[src/rtl/flash_loader_pkg.sv]
// Shared types and constants for the SPI flash to cache boot loader.
package flash_loader_pkg;

   typedef enum logic [2:0] {
      POWER_WAIT,
      IDLE,
      SEND,
      READ,
      WRITE_REQ,
      WRITE_WAIT,
      DONE
   } state_t;

   localparam logic [7:0]  SPI_CMD_READ = 8'h03;
   localparam logic [31:0] WORD_BYTES   = 32'd4;

endpackage

[src/rtl/flash_loader_if.sv]
// Cache write-port bundle between the loader and the cache.
interface flash_loader_if;

   logic [31:0] cache_address;
   logic [31:0] cache_data_in;
   logic [3:0]  cache_write_enable;
   logic        cache_busy;

   modport master (
      output cache_address,
      output cache_data_in,
      output cache_write_enable,
      input  cache_busy
   );

   modport slave (
      input  cache_address,
      input  cache_data_in,
      input  cache_write_enable,
      output cache_busy
   );

endinterface

[src/rtl/flash_loader_spi_bit_engine.sv]
// Two-cycle SPI mode-0 bit sequencer: 32-bit shift-out, 8-bit shift-in.
// Idle (bit count 0) holds flash_clk where it is, which pauses the bus.
module flash_loader_spi_bit_engine (
   input  logic        clk,
   input  logic        rst,
   input  logic        i_tx_load,
   input  logic [31:0] i_tx_data,
   input  logic        i_rx_load,
   input  logic        i_stop,
   input  logic        i_miso,
   output logic        o_sclk,
   output logic        o_mosi,
   output logic        o_done,
   output logic [7:0]  o_rx_byte
);

   logic [31:0] r_shift;
   logic [7:0]  r_rx;
   logic [5:0]  r_bits;
   logic        r_high;
   logic        r_sclk;
   logic        r_mosi;
   logic        w_active;

   assign w_active  = (r_bits != 6'd0);
   assign o_done    = w_active && r_high && (r_bits == 6'd1);
   assign o_rx_byte = {r_rx[6:0], i_miso};
   assign o_sclk    = r_sclk;
   assign o_mosi    = r_mosi;

   always_ff @(posedge clk) begin
      if (rst) begin
         r_shift <= '0;
         r_rx    <= '0;
         r_bits  <= '0;
         r_high  <= 1'b0;
         r_sclk  <= 1'b0;
         r_mosi  <= 1'b0;
      end else begin
         if (w_active) begin
            if (!r_high) begin
               r_sclk <= 1'b0;
               r_mosi <= r_shift[31];
               r_high <= 1'b1;
            end else begin
               r_sclk  <= 1'b1;
               r_rx    <= o_rx_byte;
               r_shift <= {r_shift[30:0], 1'b0};
               r_bits  <= r_bits - 6'd1;
               r_high  <= 1'b0;
            end
         end
         if (i_tx_load) begin
            r_shift <= i_tx_data;
            r_bits  <= 6'd32;
            r_high  <= 1'b0;
         end
         // Reload on the last high phase so the next byte follows seamlessly
         if (i_rx_load) begin
            r_shift <= '0;
            r_bits  <= 6'd8;
            r_high  <= 1'b0;
         end
         if (i_stop) begin
            r_sclk <= 1'b0;
            r_mosi <= 1'b0;
            r_bits <= '0;
         end
      end
   end

endmodule

[src/rtl/flash_loader.sv]
// Boot copy of an SPI flash region into the cache, one word per write.
// Control FSM and counters; bit timing lives in the SPI engine.
module flash_loader #(
   parameter int unsigned STARTUP_WAIT_CYCLES = 1_000_000,
   parameter logic [23:0] FLASH_START_ADDRESS = 24'h00_0000,
   parameter logic [31:0] CACHE_START_ADDRESS = 32'h0000_0000,
   parameter logic [31:0] TRANSFER_BYTES      = 32'h0010_0000
) (
   input  logic           clk,
   input  logic           rst,
   input  logic           i_start,
   output logic           o_busy,
   output logic           o_done,
   output logic           o_flash_clk,
   output logic           o_flash_mosi,
   input  logic           i_flash_miso,
   output logic           o_flash_cs,
   flash_loader_if.master bus
);

   import flash_loader_pkg::*;

   state_t      r_state;
   logic [31:0] r_cnt;
   logic [31:0] r_bytes;
   logic [31:0] r_word;
   logic [31:0] r_addr;
   logic [31:0] r_wdata;
   logic [3:0]  r_we;
   logic [1:0]  r_lane;
   logic        r_busy;
   logic        r_done;
   logic        r_cs;

   logic        w_start_ok;
   logic        w_more;
   logic        w_bit_done;
   logic        w_rx_load;
   logic        w_stop;
   logic [7:0]  w_rx_byte;

   assign w_start_ok = i_start && (r_state == IDLE || r_state == DONE);
   assign w_more     = (r_bytes != TRANSFER_BYTES);
   assign w_rx_load  = (r_state == SEND && w_bit_done)
                    || (r_state == READ && w_bit_done && r_lane != 2'd3)
                    || (r_state == WRITE_WAIT && !bus.cache_busy && w_more);
   assign w_stop     = r_state == WRITE_WAIT && !bus.cache_busy && !w_more;

   flash_loader_spi_bit_engine u_spi (
      .clk       (clk),
      .rst       (rst),
      .i_tx_load (w_start_ok),
      .i_tx_data ({SPI_CMD_READ, FLASH_START_ADDRESS}),
      .i_rx_load (w_rx_load),
      .i_stop    (w_stop),
      .i_miso    (i_flash_miso),
      .o_sclk    (o_flash_clk),
      .o_mosi    (o_flash_mosi),
      .o_done    (w_bit_done),
      .o_rx_byte (w_rx_byte)
   );

   assign o_busy                 = r_busy;
   assign o_done                 = r_done;
   assign o_flash_cs             = r_cs;
   assign bus.cache_address      = r_addr;
   assign bus.cache_data_in      = r_wdata;
   assign bus.cache_write_enable = r_we;

   always_ff @(posedge clk) begin
      if (rst) begin
         r_state <= POWER_WAIT;
         r_cnt   <= '0;
         r_bytes <= '0;
         r_word  <= '0;
         r_addr  <= '0;
         r_wdata <= '0;
         r_we    <= '0;
         r_lane  <= '0;
         r_busy  <= 1'b1;
         r_done  <= 1'b0;
         r_cs    <= 1'b1;
      end else begin
         unique case (r_state)
            POWER_WAIT: begin
               if (r_cnt == STARTUP_WAIT_CYCLES - 1) begin
                  r_state <= IDLE;
                  r_busy  <= 1'b0;
               end else begin
                  r_cnt <= r_cnt + 32'd1;
               end
            end
            IDLE, DONE: begin
               if (i_start) begin
                  r_cs    <= 1'b0;
                  r_busy  <= 1'b1;
                  r_done  <= 1'b0;
                  r_bytes <= '0;
                  r_lane  <= '0;
                  r_state <= SEND;
               end
            end
            SEND: begin
               if (w_bit_done) begin
                  r_lane  <= '0;
                  r_state <= READ;
               end
            end
            READ: begin
               // First flash byte of each word lands in the low lane
               if (w_bit_done) begin
                  r_word[{r_lane, 3'b000} +: 8] <= w_rx_byte;
                  r_lane <= r_lane + 2'd1;
                  if (r_lane == 2'd3) r_state <= WRITE_REQ;
               end
            end
            WRITE_REQ: begin
               if (!bus.cache_busy) begin
                  r_addr  <= CACHE_START_ADDRESS + r_bytes;
                  r_wdata <= r_word;
                  r_we    <= 4'b1111;
                  r_bytes <= r_bytes + WORD_BYTES;
                  r_state <= WRITE_WAIT;
               end
            end
            WRITE_WAIT: begin
               if (!bus.cache_busy) begin
                  r_we <= 4'b0000;
                  if (w_more) begin
                     r_state <= READ;
                  end else begin
                     r_cs    <= 1'b1;
                     r_busy  <= 1'b0;
                     r_done  <= 1'b1;
                     r_state <= DONE;
                  end
               end
            end
            default: r_state <= POWER_WAIT;
         endcase
      end
   end

endmodule

[src/flat_wrapper.sv]
// flat-port wrapper written by rule: the top's interface ports become plain ports
module flash_loader_flat import flash_loader_pkg::*;
#(
   parameter int unsigned STARTUP_WAIT_CYCLES = 1_000_000,
   parameter logic [23:0] FLASH_START_ADDRESS = 24'h00_0000,
   parameter logic [31:0] CACHE_START_ADDRESS = 32'h0000_0000,
   parameter logic [31:0] TRANSFER_BYTES      = 32'h0010_0000
)
  (clk, rst, i_start, o_busy, o_done, o_flash_clk, o_flash_mosi, i_flash_miso, o_flash_cs, bus_cache_address, bus_cache_data_in, bus_cache_write_enable, bus_cache_busy);
  flash_loader_if bus_i ();
  input  logic clk;
  input  logic rst;
  input  logic i_start;
  output logic o_busy;
  output logic o_done;
  output logic o_flash_clk;
  output logic o_flash_mosi;
  input  logic i_flash_miso;
  output logic o_flash_cs;
  output wire logic [$bits(bus_i.cache_address)-1:0] bus_cache_address;
  output wire logic [$bits(bus_i.cache_data_in)-1:0] bus_cache_data_in;
  output wire logic [$bits(bus_i.cache_write_enable)-1:0] bus_cache_write_enable;
  input wire logic [$bits(bus_i.cache_busy)-1:0] bus_cache_busy;
  assign bus_cache_address = bus_i.cache_address;
  assign bus_cache_data_in = bus_i.cache_data_in;
  assign bus_cache_write_enable = bus_i.cache_write_enable;
  assign bus_i.cache_busy = bus_cache_busy;
  flash_loader #(.STARTUP_WAIT_CYCLES(STARTUP_WAIT_CYCLES), .FLASH_START_ADDRESS(FLASH_START_ADDRESS), .CACHE_START_ADDRESS(CACHE_START_ADDRESS), .TRANSFER_BYTES(TRANSFER_BYTES)) u_core (.clk(clk), .rst(rst), .i_start(i_start), .o_busy(o_busy), .o_done(o_done), .o_flash_clk(o_flash_clk), .o_flash_mosi(o_flash_mosi), .i_flash_miso(i_flash_miso), .o_flash_cs(o_flash_cs), .bus(bus_i));
endmodule
[config.mk]
export PLATFORM = sky130hd
export DESIGN_NAME = flash_loader_flat
export DESIGN_NICKNAME = d
export VERILOG_FILES = /design/src/rtl/flash_loader_pkg.sv /design/src/rtl/flash_loader_if.sv /design/src/rtl/flash_loader_spi_bit_engine.sv /design/src/rtl/flash_loader.sv /design/src/flat_wrapper.sv
export SDC_FILE = /design/constraint.sdc
export NUM_CORES = 1
export LEC_CHECK = 0
export BUFFER_PORTS_ARGS = -buffer_cell sky130_fd_sc_hd__clkbuf_2
export CAP_MARGIN = 20
export CORE_MARGIN = 5
export CORE_UTILIZATION = 55
export CTS_BUF_LIST = sky130_fd_sc_hd__clkbuf_8
export CTS_CLUSTER_SIZE = 14
export DETAILED_ROUTE_END_ITERATION = 6
export PLACE_DENSITY = 0.75
export SYNTH_ARGS = -nofsm -noshare
export SYNTH_HDL_FRONTEND = slang
export SYNTH_SLANG_ARGS = --single-unit
[constraint.sdc]
create_clock -name clk -period 5.24 [get_ports clk]
set_input_delay 0.524 -clock clk [delete_from_list [all_inputs] [get_ports clk]]
set_output_delay 0.524 -clock clk [all_outputs]
set_load 0.1 [all_outputs]
==> flow_metrics.py, run 1 <==
metrics = {
    "timing": {
        "finClkSkew_ns": 0.01513,
        "max_freq_mhz": 328.9,
        "setup_viol": 0,
        "worst-slew-pin-transition_ns": 0.9676,
        "finalCritPeriodShare_pct": 58.03,
        "min_period_ns": 3.041,
        "tns_ns": 0,
        "slew_violations": 0,
        "rsz0062_at_grt": "no",
        "max-slew-margin-rel_pct": 34.47,
        "hold_viol_final": 0,
    },
    "critical_path": {
        "critPathLaunchType": "flip-flop",
        "critical_path_class": "reg2reg",
        "critPathArrivalTime_ns": 3.45,
        "critPathMaxFanout": 15,
        "endpoint_kind": "flip-flop",
        "slowest_stage": "o41ai_4",
        "crit_path_cell_trace": "inv_1 > ha_1 > nor2b_1 > o41ai_4 > nand4_1 > or4_1 > a21oi_1",
        "required_ns": 5.65,
        "cpLargestDelayFamily": "simple AND/OR/NAND/NOR gates",
        "worst-path-buf-inv": 1,
        "critPathMaxStageDelay_ns": 0.68,
    },
    "route": {
        "vias": 6861,
        "firstDrtPassIters": 5,
        "wl_um": 17650,
        "drc": 0,
        "antenna_left": 0,
        "wl_per_cell_um": 14.23,
        "vias_per_cell": 5.533,
        "drtIter0Drc": 420,
    },
    "clock_tree": {
        "holdBufCountCts": 0,
        "clock_latency_ns": 0.48,
        "clk_pin_slew_ns": 0.09,
        "clockBufferDepth": 2,
        "htreeDepth": 4,
        "clock_tree.root_cell": "clkbuf_8",
        "cts_sinks": 189,
        "cts_buffers": 17,
        "cts_resized": 0,
        "tritoncts": "yes",
        "cts_setup_buffers": 0,
    },
    "outcome": {
        "status": "finished clean",
    },
    "global_route": {
        "antenna_found_initial": 0,
        "grt_pass1_wl_um": 30020,
        "grt.total_usage_pct": 20.32,
        "grt_max_degree": 93,
        "grt_pass1_vias": 6258,
        "grt_overflow_total": 0,
    },
    "pwr": {
        "ir_drop_mv": 0.2325,
        "fin_total_pwr_mw": 2.944,
        "p_leak_nw": 3.102,
        "p_per_area_nw_per_um2": 327.5,
    },
    "finish": {
        "nFillCells": 1311,
        "nNetsFinal": 1063,
        "layoutNonFillerInstCount": 1240,
        "antenna_cells": 0,
        "drive_gt1_share_pct": 11.55,
        "syn_to_final_growth_pct": 11.20,
    },
    "synth": {
        "ys_types": 56,
        "synth_area_leaders": "dfxtp_1 47%, nand2_1 10%, a21oi_1 8.7%",
        "synth.top_cells.by_count": "225 x nand2_1, 189 x dfxtp_1, 141 x a21oi_1",
        "syn_area_um2": 8085,
        "ys_seq_area_share_pct": 46.80,
        "synth.top_cell.area_share_pct": 46.80,
        "synth_edf_count": 0,
        "ys_ff_latch": 189,
        "ys_async_sr_fraction_pct": 0,
        "netlist_instances": 1001,
        "yosysMostFrequentCell": "nand2_1",
        "synthFlopType": "dfxtp_1",
        "avgSynthCellArea_um2": 8.077,
        "yosysWarnings": 0,
        "synth_top_area_cell": "dfxtp_1",
    },
    "placed_design": {
        "gp_congestion": 0.8594,
        "port_buffers": 75,
        "hpwl_um": 11800,
        "dpl.cell_count": 1208,
    },
    "floorplan": {
        "die_h_um": 131.2,
        "die_w_um": 131.2,
        "rows": 44,
        "dieArea_um2": 17230,
        "core_um2": 14480,
        "pin_count": 78,
        "start_util_pct": 55.84,
    },
    "worst_hold_path": {
        "min_path_type": "in2reg",
    },
    "job": {
        "cap_viol_max_count": 0,
    },
}
-- through the flow --
stage	setup slack, ns	hold WS [ns]	area, µm²	utilization [%]
after floorplan	3.000	0.4321	8089	-
after global placement	2.256	0.4384	8508	58.76
after detailed placement	2.229	0.4436	8508	58.76
after CTS	2.201	0.3496	8991	62.10
after global routing	1.926	0.3742	8991	62.10
final	2.199	0.3829	8991	62.10
-- flip-flops by register name (all words and copies together) (netlist names), 2 cells and up --
name and cells:
u_core.bus.cache_address 30, u_core.bus.cache_data_in 32, u_core.r_cnt 32, u_core.r_bytes 30, u_core.u_spi.r_shift 8, u_core.r_word 32
u_core.r_lane 2, u_core.u_spi.r_bits 6, u_core.u_spi.r_rx 7, u_core.r_state 3
-- logic make-up (layout without fill, tap and decap cells) --
group	after synthesis	after routing	share of synthesized area, %
compound gates	203	203	14.52
xor+xnor	38	38	4.116
fa+ha+maj	15	15	2.321
buf+inv	79	133	4.008
flops	189	189	46.80
mux	7	7	0.8821
other cells	1	2	0.04638
simple gates	469	469	27.31
-- where the power goes --
group          internal, mW  switching, mW
combinational        0.0913          0.222
sequential             1.46         0.0272
clock                 0.636          0.502
total                  2.19          0.752
-- path summary, 6_finish.rpt --
path | startpoint | to | slack, ns | cells after the start
hold reg to reg | u_core.bus.cache_data_in[7] | u_core.bus.cache_data_in[7] | 0.45 | 2
setup reg to reg | u_core.r_state[0] | u_core.r_bytes[26] | 2.20 | 7
setup / recovery | u_core.r_state[0] | u_core.r_bytes[26] | 2.20 | 7
hold / removal | i_flash_miso | u_core.u_spi.r_rx[0] | 0.38 | 3
-- layout make-up --
type / instances / area (µm²) / share of cell area (%)
clock buffers: 19 / 261.5 / 2.908
clock inverters: 13 / 221.5 / 2.463
inverters: 20 / 75.07 / 0.8350
multi-input cells: 734 / 3996 / 44.45
flip-flops and latches: 189 / 3784 / 42.08
well taps: 184 / 230.2 / 2.561
repair buffers: 81 / 422.9 / 4.704
-- cells in the final DEF (no fill, tap or decap), types with 14 or more instances in the layout --
cell / synthesis / final
nand3_1: 49 / 49
clkbuf_2: 0 / 74
nand2_1: 225 / 225
ha_1: 15 / 15
nor2_1: 62 / 61
nor3_1: 14 / 14
xor2_1: 16 / 16
a21oi_1: 141 / 141
xnor2_1: 22 / 22
inv_1: 19 / 22
o31ai_1: 16 / 15
dfxtp_1: 189 / 189
nor4_1: 19 / 19
o21ai_0: 16 / 16
nand4_1: 23 / 23
clkbuf_8: 0 / 19
-- layer usage --
metal	vias up	global-route usage [%]	share of wire, %
met1	3161	28.26	49
li1	3554	-	-
met2	121	31.63	46
met4	0	6.640	1.7
met3	25	4.281	3.8
met5	-	0	0
-- tightest hold or removal path, cell delays in order --
cell and delay (ns):
clkbuf_2 0.15, nand2_1 0.08, a21oi_1 0.05
No activity file was read; power rests on OpenSTA's default activity.
==> run 2, diff against run 1 <==
Settings changed: ABC_AREA set to 1, PLACE_DENSITY 0.75 to 0.74.
Clock period 5.24 ns to 2.85 ns, I/O delays scaled along.
==> run 2 against run 1 <==
Effect of this change:
- via count up 24%
- synthesized cell count increased by 34%
- hold slack lost 0.18 ns
- combinational power increased to 9.2 times the previous value
- sequential power rose by 110%
- clock power rose by 63%
- fmax increased by 38%
- critical path depth increased by 4
==> flow_metrics.py, run 2 <==
metrics = {
    "placed_design": {
        "place_area_um2": 9607,
        "port_buffers": 75,
        "gp_congestion": 0.9436,
        "hpwl_um": 15480,
    },
    "synth": {
        "ys_async_sr_fraction_pct": 0,
        "synth_top_area_cell": "dfxtp_1",
        "yosysWarnings": 0,
        "ys_types": 44,
        "yosysMostFrequentCell": "nand2_1",
        "synth.top_cells.by_count": "320 x nand2_1, 245 x nor2_1, 189 x dfxtp_1",
        "synthFlopType": "dfxtp_1",
        "ys_ff_latch": 189,
        "avgSynthCellArea_um2": 6.828,
        "synth_area_leaders": "dfxtp_1 41%, nand2_1 13%, nor2_1 10%",
        "ys_seq_area_share_pct": 41.17,
        "syn_area_um2": 9190,
        "netlist_instances": 1346,
        "synth_edf_count": 0,
        "synth.top_cell.area_share_pct": 41.17,
    },
    "timing": {
        "max-slew-margin-rel_pct": 35.84,
        "max_freq_mhz": 454.9,
        "setup_viol": 0,
        "hold_viol_final": 0,
        "tns_ns": 0,
        "slew_violations": 0,
        "rsz0062_at_grt": "no",
        "finalCritPeriodShare_pct": 77.14,
        "min_period_ns": 2.198,
        "finClkSkew_ns": 0.01038,
        "worst-slew-pin-transition_ns": 0.9613,
    },
    "critical_path": {
        "critical_path_class": "reg2reg",
        "worst-path-buf-inv": 3,
        "endpoint_kind": "flip-flop",
        "critPathMaxFanout": 23,
        "crit_path_cell_trace": "inv_1 > ha_1 > nand3_2 > nand2_4 > inv_4 > nand2_8 > nor2_8 > nand2_1 > inv_1 > o21ai_0 > nor2_1",
        "critPathLaunchType": "flip-flop",
        "crit_path_frequent_cell": "inv_1",
        "slowest_stage": "dfxtp_1",
        "required_ns": 3.21,
        "critPathMaxStageDelay_ns": 0.34,
        "cpLargestDelayFamily": "simple AND/OR/NAND/NOR gates",
        "critPathArrivalTime_ns": 2.56,
    },
    "pwr": {
        "fin_total_pwr_mw": 7.814,
        "ir_drop_mv": 0.5985,
        "p_leak_nw": 4.242,
        "p_per_area_nw_per_um2": 779.4,
    },
    "finish": {
        "antenna_cells": 0,
        "nNetsFinal": 1414,
        "final_cell_mix": "320 x nand2_1, 245 x nor2_1, 189 x dfxtp_1",
        "finalInstanceArea_um2": 10030,
        "syn_to_final_growth_pct": 9.095,
        "final_common_cell": "nand2_1",
        "drive_gt1_share_pct": 11.30,
    },
    "floorplan": {
        "dieArea_um2": 19390,
        "core_um2": 16470,
        "pin_count": 78,
        "die_h_um": 139.3,
        "rows": 47,
        "die_w_um": 139.3,
        "start_util_pct": 55.81,
    },
    "global_route": {
        "grt_pass1_wl_um": 36820,
        "antenna_found_initial": 0,
        "grt_pass1_vias": 7892,
        "grt_overflow_total": 0,
        "grt_max_degree": 67,
        "grt.total_usage_pct": 22.19,
    },
    "job": {
        "cap_viol_max_count": 0,
    },
    "route": {
        "vias": 8535,
        "wl_um": 21420,
        "antenna_left": 0,
        "wl_per_cell_um": 13.17,
        "drtIter0Drc": 675,
        "vias_per_cell": 5.246,
        "firstDrtPassIters": 7,
        "drc": 0,
    },
    "worst_hold_path": {
        "min_path_type": "in2reg",
    },
    "clock_tree": {
        "clock_tree.root_cell": "clkbuf_8",
        "clock_latency_ns": 0.47,
        "cts_buffers": 17,
        "clockBufferDepth": 2,
        "cts_setup_buffers": 0,
        "holdBufCountCts": 0,
        "tritoncts": "yes",
        "clk_pin_slew_ns": 0.10,
        "htreeDepth": 4,
        "cts_resized": 0,
        "cts_sinks": 189,
    },
    "outcome": {
        "status": "finished clean",
    },
}
run 2: power breakdown:
part / total, mW / internal (mW) / switching [mW]
Clock: 1.86 / 0.849 / 1.01
Combinational: 2.89 / 0.490 / 2.40
Sequential: 3.07 / 2.90 / 0.171
run 2: cells by family (layout without fill, tap and decap cells):
family	count (synthesis)	after routing	synth area share (%)
AND/OR/NAND/NOR	703	703	32.87
AO/OA/AOI/OAI	250	250	14.42
flip-flops	189	189	41.17
buffers and inverters	176	236	8.319
adder cells (fa/ha/maj)	15	15	2.042
XOR/XNOR	12	12	1.144
other	1	2	0.04080
run 2: per-stage QoR:
step	instances	setup slack, ns	utilization (%)	hold slack, ns
after global placement	1595	0.8091	58.34	0.4429
after CTS	1627	0.6760	60.89	0.1670
after global routing	1627	0.4067	60.89	0.1833
final	1627	0.6516	60.89	0.1982
after detailed placement	1595	0.7107	58.34	0.4523
after floorplan	1347	1.076	-	0.4297
run 2: worst paths after layout:
path / start / endpoint / slack (ns) / depth (start not counted)
hold / removal: i_flash_miso / u_core.r_word[0] / 0.20 / 3
setup / recovery: u_core.u_spi.r_bits[0] / u_core.r_word[4] / 0.65 / 11
hold reg to reg: u_core.u_spi.r_shift[27] / u_core.u_spi.r_shift[28] / 0.47 / 2
setup reg to reg: u_core.u_spi.r_bits[0] / u_core.r_word[4] / 0.65 / 11
run 2: worst min-delay path, cell delays in order:
cell and delay (ns):
clkbuf_2 0.17, a21oi_1 0.09, nor2_1 0.09
run 2: per-layer routing:
layer	global-route usage, %	part of all wire [%]
met5	0	0
met4	6.437	1.9
met3	4.906	5.1
met2	35.52	45
met1	30.28	48
run 2: cell type report:
type	count	area, µm²
Fill cell	1578	6440
Multi-Input combinational cell	982	4651
Sequential cell	189	3784
Inverter	121	461.7
Timing Repair Buffer	83	435.4
Tap cell	220	275.3
Clock buffer	19	261.5
Clock inverter	13	157.7
==> run 3, diff against run 2 <==
Settings changed: ABC_AREA 1 to 0, PLACE_DENSITY 0.74 to 0.75.
Clock period 2.85 ns to 2.15 ns, I/O delays scaled along.
==> run 3 against run 2 <==
Effect of this change:
- sequential share of layout area is 2.4 points higher
- non-clock buffer count grew 45
- count of clock-buffer cells in the layout is 2 lower
- clock skew increased by 0.0018 ns
- utilization increased by 4.3 points
- die area is 11% lower
- combinational power shrank 67%
- hold slack got worse by 0.13 ns
- critical path depth decreased by 3
- critical endpoint is now u_core.r_bytes[28]
- largest power group unchanged
==> flow_metrics.py, run 3 (synthesized netlist as in run 1, its figures left out) <==
metrics = {
    "outcome": {
        "status": "finished clean",
    },
    "timing": {
        "worst-slew-pin-transition_ns": 0.5529,
        "max-slew-margin-rel_pct": 63.30,
        "hold_viol_final": 0,
        "max_freq_mhz": 469.0,
        "fin_hold_ws_ns": 0.07093,
        "setup_viol": 0,
        "finalCritPeriodShare_pct": 99.18,
        "min_period_ns": 2.132,
        "rsz0062_at_grt": "yes",
        "slew_violations": 0,
        "finClkSkew_ns": 0.01218,
    },
    "clock_tree": {
        "holdBufCountCts": 0,
        "cts_sinks": 189,
        "cts_buffers": 17,
        "clk_pin_slew_ns": 0.10,
        "clockBufferDepth": 2,
        "clock_tree.root_cell": "clkbuf_8",
        "clock_latency_ns": 0.46,
        "tritoncts": "yes",
        "htreeDepth": 4,
    },
    "pwr": {
        "internal_power_mw": 5.130,
        "pwr-share-comb_pct": 13.3,
        "ir_drop_mv": 0.4946,
        "p_per_area_nw_per_um2": 752.5,
        "pwr-share-seq_pct": 51.2,
        "fin_total_pwr_mw": 7.107,
        "pwr-share-clk_pct": 35.6,
        "power_switching_mw": 1.977,
        "swShare_pct": 27.82,
        "p_leak_nw": 3.328,
    },
    "critical_path": {
        "cpLargestDelayFamily": "simple AND/OR/NAND/NOR gates",
        "worst-path-buf-inv": 2,
        "critPathMaxStageDelay_ns": 0.51,
        "r2r_cells": 8,
        "critical_path_class": "reg2reg",
        "required_ns": 2.55,
        "path_depth": 8,
        "critPathArrivalTime_ns": 2.54,
        "critPathMaxFanout": 7,
        "critPathLaunchType": "flip-flop",
        "slowest_stage": "or4_4",
        "crit_path_cell_trace": "inv_2 > ha_4 > and2_4 > o41ai_4 > nand4_1 > buf_6 > or4_4 > a21oi_2",
        "endpoint_kind": "flip-flop",
    },
    "floorplan": {
        "rows": 44,
        "core_um2": 14480,
        "die_w_um": 131.2,
        "pin_count": 78,
        "die_h_um": 131.2,
        "dieArea_um2": 17230,
        "start_util_pct": 55.84,
    },
    "finish": {
        "layoutNonFillerInstCount": 1287,
        "final_cell_mix": "225 x nand2_1, 187 x dfxtp_1, 139 x a21oi_1",
        "final_common_cell": "nand2_1",
        "nFillCells": 1282,
        "syn_to_final_growth_pct": 16.81,
        "nNetsFinal": 1110,
        "post-route-util_pct": 65.23,
        "drive_gt1_share_pct": 17.32,
        "antenna_cells": 0,
    },
    "route": {
        "vias": 7188,
        "firstDrtPassIters": 5,
        "wl_um": 17960,
        "antenna_left": 0,
        "drtIter0Drc": 409,
        "drc": 0,
        "vias_per_cell": 5.585,
        "wl_per_cell_um": 13.95,
    },
    "placed_design": {
        "gp_congestion": 0.8705,
        "dpl.cell_count": 1249,
        "port_buffers": 75,
        "hpwl_um": 12360,
    },
    "global_route": {
        "grt_busiest_layer": "met2",
        "grt_overflow_total": 0,
        "grt.total_usage_pct": 20.37,
        "met3_usage_pct": 4.511,
        "grtUsageMet1_pct": 26.99,
        "grt_pass1_wl_um": 30500,
        "grt_max_degree": 85,
        "grt_pass1_vias": 6539,
        "use_met2_pct": 33.30,
        "antenna_found_initial": 0,
    },
    "worst_hold_path": {
        "hold_path_depth": 3,
        "min_path_type": "in2reg",
    },
    "job": {
        "cap_viol_max_count": 0,
    },
}
## run 3: cell types whose count changed in the layout (fill, tap and decap cells not counted), moves of 20 or more
cell and delta:
nand2_1 -95, nor2_1 -185, o21ai_0 -91, inv_1 -96
xnor2_1 +20, buf_4 +39, a21oi_1 +26
## run 3: power groups by stage
stage	logic (mW)	registers (mW)	clock network, mW
2_1_floorplan	0.517	3.82	0
3_3_place_gp	0.873	3.71	0
3_5_place_dp	0.888	3.71	0
4_1_cts	0.886	3.63	2.58
5_1_grt	1.04	3.65	2.72
6_report	0.944	3.64	2.53
## run 3: layout make-up
class | count | area [µm²] | area share (%)
clock buffer | 17 | 234.0 | 2.477
multi-input combinational | 734 | 4081 | 43.22
clock inverter | 15 | 200.2 | 2.120
tap | 184 | 230.2 | 2.438
timing repair buffer | 128 | 837.1 | 8.863
sequential | 189 | 3786 | 40.09
inverter | 20 | 75.07 | 0.7949
## run 3: what timing repair did
item | 4_1_cts | 5_1_grt
endpoints found under the setup margin | 3 | 20
pin swaps | 6 | 10
resized for setup | 6 | 15
buffers inserted | 3 | 4
## run 3: final timing paths
kind,start,end,slack (ns)
worst max-delay path,u_core.r_state[1],u_core.r_bytes[28],0.02
worst max register to register,u_core.r_state[1],u_core.r_bytes[28],0.02
worst min register to register,u_core.r_word[17],u_core.r_word[17],0.45
worst min-delay path,i_flash_miso,u_core.u_spi.r_rx[0],0.07
## run 3: per-stage QoR
| step | TNS (ns) | cell area [µm²] | setup WS [ns] |
|---|---|---|---|
| floorplan | 0 | 8099 | 0.002960 |
| global placement | 0 | 8874 | 0.06001 |
| detailed placement | -0.005971 | 8874 | -0.005631 |
| CTS | 0 | 9335 | 0.007235 |
| global route | -0.5461 | 9444 | -0.08198 |
| finish | 0 | 9444 | 0.01768 |
## run 3: worst register-to-register path, stage by stage (launching register included)
cell and delay (ns):
dfxtp_2 0.37, inv_2 0.06, ha_4 0.17, and2_4 0.15
o41ai_4 0.39, nand4_1 0.15, buf_6 0.16, or4_4 0.51
a21oi_2 0.12
## run 3: per-layer routing
layer | vias to the layer above | routed length (µm)
met2 | 155 | 8459
li1 | 3644 | -
met5 | - | 0
met1 | 3361 | 8432
met4 | 0 | 302
met3 | 28 | 762
